### config.mk
export PLATFORM = sky130hd
export DESIGN_NAME = pipe_skid_reg
export DESIGN_NICKNAME = d
export VERILOG_FILES = /design/src/rtl/cpu_pipe_pkg.sv /design/src/rtl/pipe_sat_cnt.sv /design/src/rtl/pipe_skid_reg.sv
export SDC_FILE = /design/constraint.sdc
export NUM_CORES = 1
export LEC_CHECK = 0
export BUFFER_PORTS_ARGS = -buffer_cell sky130_fd_sc_hd__buf_2
export CORE_AREA = 2 2 97 136
export DETAILED_ROUTE_END_ITERATION = 8
export DIE_AREA = 0 0 99 138
export PLACE_DENSITY = 0.79
export SYNTH_ARGS = -nofsm -noshare
export SYNTH_HDL_FRONTEND = slang
export SYNTH_SLANG_ARGS = --single-unit
### constraint.sdc
create_clock -name clk_cpu -period 4.2 [get_ports clk_cpu]
set_input_delay 0.42 -clock clk_cpu [delete_from_list [all_inputs] [get_ports clk_cpu]]
set_output_delay 0.42 -clock clk_cpu [all_outputs]
set_load 0.02 [all_outputs]
### src/rtl/cpu_pipe_pkg.sv
// Shared types and constants for CPU pipeline stage registers and the hazard unit.
package cpu_pipe_pkg;

  // Occupancy of a skid-buffered stage register
  typedef enum logic [1:0] {
    EMPTY = 2'd0,
    FULL  = 2'd1,
    SKID  = 2'd2
  } pipe_state_t;

  localparam int unsigned PC_W_DEF   = 32;
  localparam int unsigned DATA_W_DEF = 32;
  localparam int unsigned CNT_W_DEF  = 16;

  // PC and payload presented by an empty (bubble) stage
  localparam logic [31:0] PC_RST_DEF   = 32'hffff_fffc;
  localparam logic [31:0] DATA_RST_DEF = 32'h0000_0000;

  // Canonical RISC-V NOP (addi x0, x0, 0) for hazard-unit bubble insertion
  localparam logic [31:0] NOP_INSN = 32'h0000_0013;

endpackage : cpu_pipe_pkg

### src/rtl/pipe_sat_cnt.sv
// Saturating up-counter used for stage performance monitoring.
module pipe_sat_cnt #(
  parameter int unsigned W = 16
) (
  input  logic         clk_i,
  input  logic         rst_n_i,
  input  logic         inc_i,
  output logic [W-1:0] cnt_o
);

  logic [W-1:0] cnt_q;
  logic [W-1:0] cnt_d;

  // Increment on request, sticking at all-ones
  always_comb begin
    cnt_d = cnt_q;
    if (inc_i && (cnt_q != {W{1'b1}})) begin
      cnt_d = cnt_q + W'(1);
    end
  end

  // Counter register
  always_ff @(posedge clk_i or negedge rst_n_i) begin
    if (!rst_n_i) begin
      cnt_q <= '0;
    end else begin
      cnt_q <= cnt_d;
    end
  end

  assign cnt_o = cnt_q;

endmodule : pipe_sat_cnt

### src/rtl/pipe_skid_reg.sv
// Parametrised pipeline stage register with a 2-entry skid buffer so that
// in_ready is registered. Supports flush (squash to bubble) and stall (freeze).
// Optional perf counters are built when PIPE_PERF_CNT_EN is defined.
module pipe_skid_reg
  import cpu_pipe_pkg::*;
#(
  parameter int unsigned        PC_W     = PC_W_DEF,
  parameter int unsigned        DATA_W   = DATA_W_DEF,
  parameter logic [PC_W-1:0]    PC_RST   = PC_W'(PC_RST_DEF),
  parameter logic [DATA_W-1:0]  DATA_RST = DATA_W'(DATA_RST_DEF),
  parameter int unsigned        CNT_W    = CNT_W_DEF
) (
  input  logic              clk_cpu,
  input  logic              rst_cpu_n,
  input  logic              in_valid,
  output logic              in_ready,
  input  logic [PC_W-1:0]   in_pc,
  input  logic [DATA_W-1:0] in_data,
  output logic              out_valid,
  input  logic              out_ready,
  output logic [PC_W-1:0]   out_pc,
  output logic [DATA_W-1:0] out_data,
  input  logic              flush,
  input  logic              stall
`ifdef PIPE_PERF_CNT_EN
  ,
  output logic [CNT_W-1:0]  perf_stall_cnt,
  output logic [CNT_W-1:0]  perf_flush_cnt,
  output logic [CNT_W-1:0]  perf_bubble_cnt
`endif
);

  // Reject degenerate widths at elaboration
  if (PC_W == 0 || DATA_W == 0 || CNT_W == 0) begin : g_bad_param
    $error("pipe_skid_reg: PC_W, DATA_W and CNT_W must be non-zero");
  end

  pipe_state_t       state_q, state_d;
  logic [PC_W-1:0]   main_pc_q, main_pc_d;
  logic [DATA_W-1:0] main_data_q, main_data_d;
  logic [PC_W-1:0]   skid_pc_q, skid_pc_d;
  logic [DATA_W-1:0] skid_data_q, skid_data_d;
  logic              out_valid_q, out_valid_d;
  logic              in_ready_q, in_ready_d;

  logic              acc_c;
  logic              rel_c;

  // Handshake qualifiers: flush blocks intake, stall blocks both sides
  assign acc_c = in_valid & in_ready_q & ~stall & ~flush;
  assign rel_c = out_valid_q & out_ready & ~stall;

  // Next-state and storage update; the main entry is forced to bubble values
  // whenever it becomes empty so stale data never reaches the outputs
  always_comb begin
    state_d     = state_q;
    main_pc_d   = main_pc_q;
    main_data_d = main_data_q;
    skid_pc_d   = skid_pc_q;
    skid_data_d = skid_data_q;

    if (flush) begin
      state_d     = EMPTY;
      main_pc_d   = PC_RST;
      main_data_d = DATA_RST;
      skid_pc_d   = PC_RST;
      skid_data_d = DATA_RST;
    end else begin
      unique case (state_q)
        EMPTY: begin
          if (acc_c) begin
            state_d     = FULL;
            main_pc_d   = in_pc;
            main_data_d = in_data;
          end
        end
        FULL: begin
          if (acc_c && !rel_c) begin
            state_d     = SKID;
            skid_pc_d   = in_pc;
            skid_data_d = in_data;
          end else if (!acc_c && rel_c) begin
            state_d     = EMPTY;
            main_pc_d   = PC_RST;
            main_data_d = DATA_RST;
          end else if (acc_c && rel_c) begin
            main_pc_d   = in_pc;
            main_data_d = in_data;
          end
        end
        SKID: begin
          if (rel_c) begin
            state_d     = FULL;
            main_pc_d   = skid_pc_q;
            main_data_d = skid_data_q;
            skid_pc_d   = PC_RST;
            skid_data_d = DATA_RST;
          end
        end
        default: begin
          state_d     = EMPTY;
          main_pc_d   = PC_RST;
          main_data_d = DATA_RST;
          skid_pc_d   = PC_RST;
          skid_data_d = DATA_RST;
        end
      endcase
    end

    out_valid_d = (state_d != EMPTY);
    in_ready_d  = (state_d != SKID);
  end

  // State and storage registers
  always_ff @(posedge clk_cpu or negedge rst_cpu_n) begin
    if (!rst_cpu_n) begin
      state_q     <= EMPTY;
      main_pc_q   <= PC_RST;
      main_data_q <= DATA_RST;
      skid_pc_q   <= PC_RST;
      skid_data_q <= DATA_RST;
      out_valid_q <= 1'b0;
      in_ready_q  <= 1'b1;
    end else begin
      state_q     <= state_d;
      main_pc_q   <= main_pc_d;
      main_data_q <= main_data_d;
      skid_pc_q   <= skid_pc_d;
      skid_data_q <= skid_data_d;
      out_valid_q <= out_valid_d;
      in_ready_q  <= in_ready_d;
    end
  end

  assign in_ready  = in_ready_q;
  assign out_valid = out_valid_q;
  assign out_pc    = main_pc_q;
  assign out_data  = main_data_q;

`ifdef PIPE_PERF_CNT_EN
  // Stall-cycle counter
  pipe_sat_cnt #(.W(CNT_W)) u_stall_cnt (
    .clk_i   (clk_cpu),
    .rst_n_i (rst_cpu_n),
    .inc_i   (stall),
    .cnt_o   (perf_stall_cnt)
  );

  // Flush-cycle counter
  pipe_sat_cnt #(.W(CNT_W)) u_flush_cnt (
    .clk_i   (clk_cpu),
    .rst_n_i (rst_cpu_n),
    .inc_i   (flush),
    .cnt_o   (perf_flush_cnt)
  );

  // Bubble counter: downstream ready but nothing offered
  pipe_sat_cnt #(.W(CNT_W)) u_bubble_cnt (
    .clk_i   (clk_cpu),
    .rst_n_i (rst_cpu_n),
    .inc_i   (~out_valid_q & out_ready),
    .cnt_o   (perf_bubble_cnt)
  );
`endif

endmodule : pipe_skid_reg

Word level (Yosys, flattened, before mapping):

Index checks and enable logic that the tools add are counted.

* register bits after elaboration: 132
* input port bits: 70
* output and inout bits: 66

* equality and inequality tests: 9
* muxes and demuxes: 28
* bitwise logic cells: 7
* reductions and logical operators: 9

Operators by type and width (number)
* 32-bit two-way mux: 18
* 32-bit one-hot mux with 3 select lines: 4
* 3-bit inequality test, second input constant: 4
* 2-bit two-way mux: 5
* 2-bit one-hot mux with 3 select lines: 1
* 1-bit AND: 5
* 2-bit inequality test, second input constant: 2
* 4-bit inequality test, second input constant: 1
* 4-bit AND reduction: 1
* 1-bit logical AND: 3
* 3-bit AND reduction: 1
* 2-bit by 1-bit equality test with 1-bit output, second input constant: 1
* 2-bit equality test, second input constant: 1
* 1-bit logical NOT: 2
* 2-bit logical NOT: 1
* 1-bit NOT: 2
* 2-bit nonzero test: 1

Longest topological paths before layout:

* depth in word-level cells: 10
* depth in mapped cells: 6

Least setup slack after synthesis:

Ideal clock, no wire load.

* path kind: flip-flop to flip-flop
* start: reg out_valid_q, in the netlist out_valid
* end: reg main_data_q[28], in the netlist out_data[28]
* setup time: 0.136 ns
* data arrival time: 1.447 ns
* data required time: 4.064 ns
* slack: 2.617 ns
* stages on the path, launching flop included: 5
* buffers on the path: 1
* period minus slack after synthesis: 1.583 ns
* cell sequence: dfrtp_1 > nand4b_2 > a32oi_2 > buf_2 > o32ai_1

* cells in the longest elaborated chain, start to end: 7
* elaborated cells between the ends (all ways): 14
* those cells by class: eq/ne (3); mux (4); bitwise (2); reduce/logical (5)

RTL lines
* start, declared: RTL line pipe_skid_reg.sv:43 `logic out_valid_q, out_valid_d;`
* start signal, assigned: RTL line pipe_skid_reg.sv:130 `out_valid_q <= out_valid_d;`
* 1-bit AND * (2 in a row): RTL line pipe_skid_reg.sv:51 `assign rel_c = out_valid_q & out_ready & ~stall;`
* 1-bit logical AND: RTL line pipe_skid_reg.sv:82 `end else if (!acc_c && rel_c) begin`
* 32-bit two-way mux: RTL line pipe_skid_reg.sv:82
* 32-bit two-way mux: RTL line pipe_skid_reg.sv:78 `if (acc_c && !rel_c) begin`
* 32-bit one-hot mux with 3 select lines: RTL line pipe_skid_reg.sv:69 `unique case (state_q)`
* 32-bit two-way mux: RTL line pipe_skid_reg.sv:62 `if (flush) begin`
* end signal, assigned: RTL line pipe_skid_reg.sv:127 `main_data_q <= main_data_d;`
* end, declared: RTL line pipe_skid_reg.sv:40 `logic [DATA_W-1:0] main_data_q, main_data_d;`

Mark *: on every way between the ends. The rest lies on a longest branch, timed or not. The select of a mux whose other input is x is not followed.
A chain may end at the register's enable or synchronous reset.

Final worst setup path:

* start: reg state_q[1]
* end: reg skid_pc_q[29]

* cells in the longest elaborated chain, start to end: 3
* elaborated cells between the ends (all ways): 9
* those cells by class: eq/ne (5); mux (2); reduce/logical (2)

RTL lines
* start, declared: RTL line pipe_skid_reg.sv:38 `pipe_state_t state_q, state_d;`
* start signal, assigned: RTL line pipe_skid_reg.sv:125 `state_q <= state_d;`
* 2-bit by 1-bit equality test with 1-bit output, or another cell as far along: RTL line pipe_skid_reg.sv:69
* 3-bit inequality test (no line), or another cell as far along
* 3-bit AND reduction (no line) or 32-bit two-way mux (tied branches)
* end signal, assigned: RTL line pipe_skid_reg.sv:128 `skid_pc_q <= skid_pc_d;`
* end, declared: RTL line pipe_skid_reg.sv:41 `logic [PC_W-1:0] skid_pc_q, skid_pc_d;`

Several ways; a longest one is shown, not always the timed one.

==> metrics.md <==
| Metric | Value |
|---|---|
| H-tree depth | 4 |
| Cell type with the largest total area after synthesis | dfrtp_1 |
| Final Critical Period | between 2 and 3 ns |
| Via count | 4354 |
| CP Max Fanout | 29 |
| WP data required | 4.52 ns |
| Tcrit/Tclk final | 61.9% |
| TritonCTS Buffers | 17 |
| TritonCTS clock tree | built |
| Synth top area cells | dfrtp_1 31%, dfstp_2 28%, o22a_1 8.9%, mux2i_1 6.0%, a221o_1 5.2% |
| RSZ-0062 raised after global routing | no |
| CTS root buffer | clkbuf_16 |
| CTS sink cnt | 132 |
| Initial Utilization | 46.3% |
| FMAX | between 300 and 400 MHz |
| Status | completed |
| Final nets | 629 |
| Wirelength, routed | 14500 um |
| Largest net degree at the start of global routing | between 80 and 90 |
| Power Density | 448 nW/um^2 |
| R2r endpoint | skid_pc_q[29] |
| Cells after Synth | between 400 and 500 |
| Number of global-route vias before repair | 4614 |
| Die X | 99 um |
| Least-Margin Pin Slew | approximately 1.3 ns |
| PortBufs | 135 |
| Most instantiated cells after synthesis | 71 x dfrtp_1, 61 x dfstp_2, 59 x o22a_1 |
| VDD IR max | 252 uV |
| GPL Wtd Cong | 0.763 |
| Worst r2r path cells | 3 |
| Netlist cell types | 38 |
| Post-DP HPWL | between 8000 and 9000 um |
| Top cell type's share of synthesized area | 30.5% |
| Multi-input gate area | ~2100 um^2 |
| DRC | 0 |
| Leakage | 0.00299 uW |
| DR pass1 iterations | 4 |
| Clock Skew | 0.00860 ns |
| Vias/cell | 6.01 |
| Worst R2R Setup Slack | 1.60 ns |
| Seq cells post-synth | 132 |
| Cell Rows | 49 |
| Clk slew on worst S/H paths | 0.05 ns |
| Initial antenna violation count | 0 |
| CTS resizes | 0 |
| Core ar. | 12600 um^2 |
| Setup repair bufs after CTS | 0 |
| Average wire per standard cell | 20.0 um |
| Hold Vio Cnt, Final | 0 |
| Final hold slack | 0.208 ns |
| Post-route ant nets | 0 |
| Worst-skew pair later-pin latency | ~0.40 ns |
| Slew headroom | 14.6% |
| I/O pin count | 136 |
| Post-Synthesis Cell Area | 5820 um^2 |
| Final setup violation count | 0 |
| Die area | about 14000 um^2 |
| Die Y | 138 um |
| Async SR Flop Fraction | 100% |
| Register area share after synthesis | 58.1% |
| Layout cells sized above 1 | 41.9% |
| Final Max Slew Viols | 0 |
| Register area | 3380 um^2 |
| Longest Clk Path Bufs | 2 |
| GRT Util Overall | between 20 and 25% |
| Startpoint types | flip-flop |
| First-pass GRT wire length | 23700 um |
| GRT overflow | 0 |
| Max-cap violations | 0 |
| Syn_nets | around 510 |
| CP arrival | between 2 and 3 ns |
| Antenna Cells | 0 |
| Ys Warns | 0 |
| Crit path capture type | flip-flop |
| Most frequent cell after synthesis | dfrtp_1 |
| FF-to-FF Start | state_q[1] |
| Setup TNS | 0 ns |
| Kind of critical path | flip-flop to flip-flop |
| HP Class | primary input to asynchronous set/reset pin |
| Fillers | around 1100 |
| Main synth FF type | dfrtp_1 |
| Hold Buf Count CTS | 0 |
| Post-synthesis average cell area | between 10 and 15 um^2 |
| Post-synth EDFFs | 0 |
| Area delta synth->final | 22.2% |
| Initial DRC count | 243 |
[metal layers]
metal,share of wire (%),global-route usage [%]
met1,42,26.8
met2,52,37.2
met3,5.3,5.31
met4,1.1,6.49
met5,0,0
[critical path, cell delays in order (launching register included)]
cell	delay [ns]
dfrtp_2	0.61
nor3b_2	0.38
nand3_1	0.93
o22a_1	0.58
[cell type report]
| cell class | instances | share of cell area [%] |
|---|---|---|
| Sequential cell | 132 | 47.6 |
| Multi-Input combinational cell | 229 | 29.0 |
| Timing Repair Buffer | 144 | 10.5 |
| Clock buffer | 29 | 7.92 |
| Tap cell | 153 | 2.69 |
| Inverter | 35 | 1.85 |
| Clock inverter | 2 | 0.493 |
[worst max path at each step]
stage / startpoint / endpoint / cells after the start
final: state_q[1] / skid_pc_q[29] / 3
after CTS: state_q[1] / skid_pc_q[29] / 3
after global placement: state_q[1] / skid_pc_q[23] / 3
after global routing: state_q[1] / skid_pc_q[4] / 3
after floorplan: out_valid / out_data[28] / 4
after detailed placement: state_q[1] / skid_pc_q[29] / 3
[flip-flops by register name, indices dropped and copies added, names as in the netlist]
name and flops:
out_pc 32, out_valid 1, skid_data_q 32, in_ready 1, skid_pc_q 32, state_q 2
out_data 32
[kinds of logic (layout without fill, tap and decap cells)]
family / Yosys count / count (layout) / synth area share [%]
AND/OR/NAND/NOR: 23 / 23 / 2.71
buffers and inverters: 81 / 210 / 6.73
AO/OA/AOI/OAI: 171 / 171 / 26.5
flip-flops: 132 / 132 / 58.1
multiplexers: 35 / 35 / 6.02
[cells in the final DEF, fill, tap and decap left out, types with 2 or more instances in the layout]
cell	Yosys	routed
a221o_1	30	30
nand2_1	5	5
o32ai_1	34	34
mux2i_1	35	35
nor2b_1	3	2
buf_4	10	10
a21oi_1	3	3
and3b_1	2	2
dfstp_2	61	61
clkbuf_1	10	5
nand3b_1	2	2
clkbuf_8	0	5
inv_1	35	35
buf_2	22	134
dfrtp_1	71	70
clkbuf_16	0	19
o22a_1	59	59
nor2_1	2	2
nand3_1	2	2
a22o_1	34	34
[power by group]
part	leakage (uW)	internal, uW	total (uW)	switching, uW
combinational	0.00108	127	347	220
sequential	0.00162	1340	1370	30.3
clock	0.000294	962	1470	508
[per-stage QoR]
| step | power, uW | setup WS [ns] | instances | area (um^2) | utilization, % |
|---|---|---|---|---|---|
| 2_1_floorplan | 1590 | 2.62 | 442 | 5820 | - |
| 3_3_place_gp | 1720 | 1.83 | 693 | 6510 | 51.8 |
| 3_5_place_dp | 1740 | 1.69 | 693 | 6510 | 51.8 |
| 4_1_cts | 3220 | 1.67 | 724 | 7110 | 56.6 |
| 5_1_grt | 3310 | 1.47 | 724 | 7110 | 56.6 |
| 6_report | 3190 | 1.60 | 724 | 7110 | 56.6 |
No activity file was read; power rests on OpenSTA's default activity.
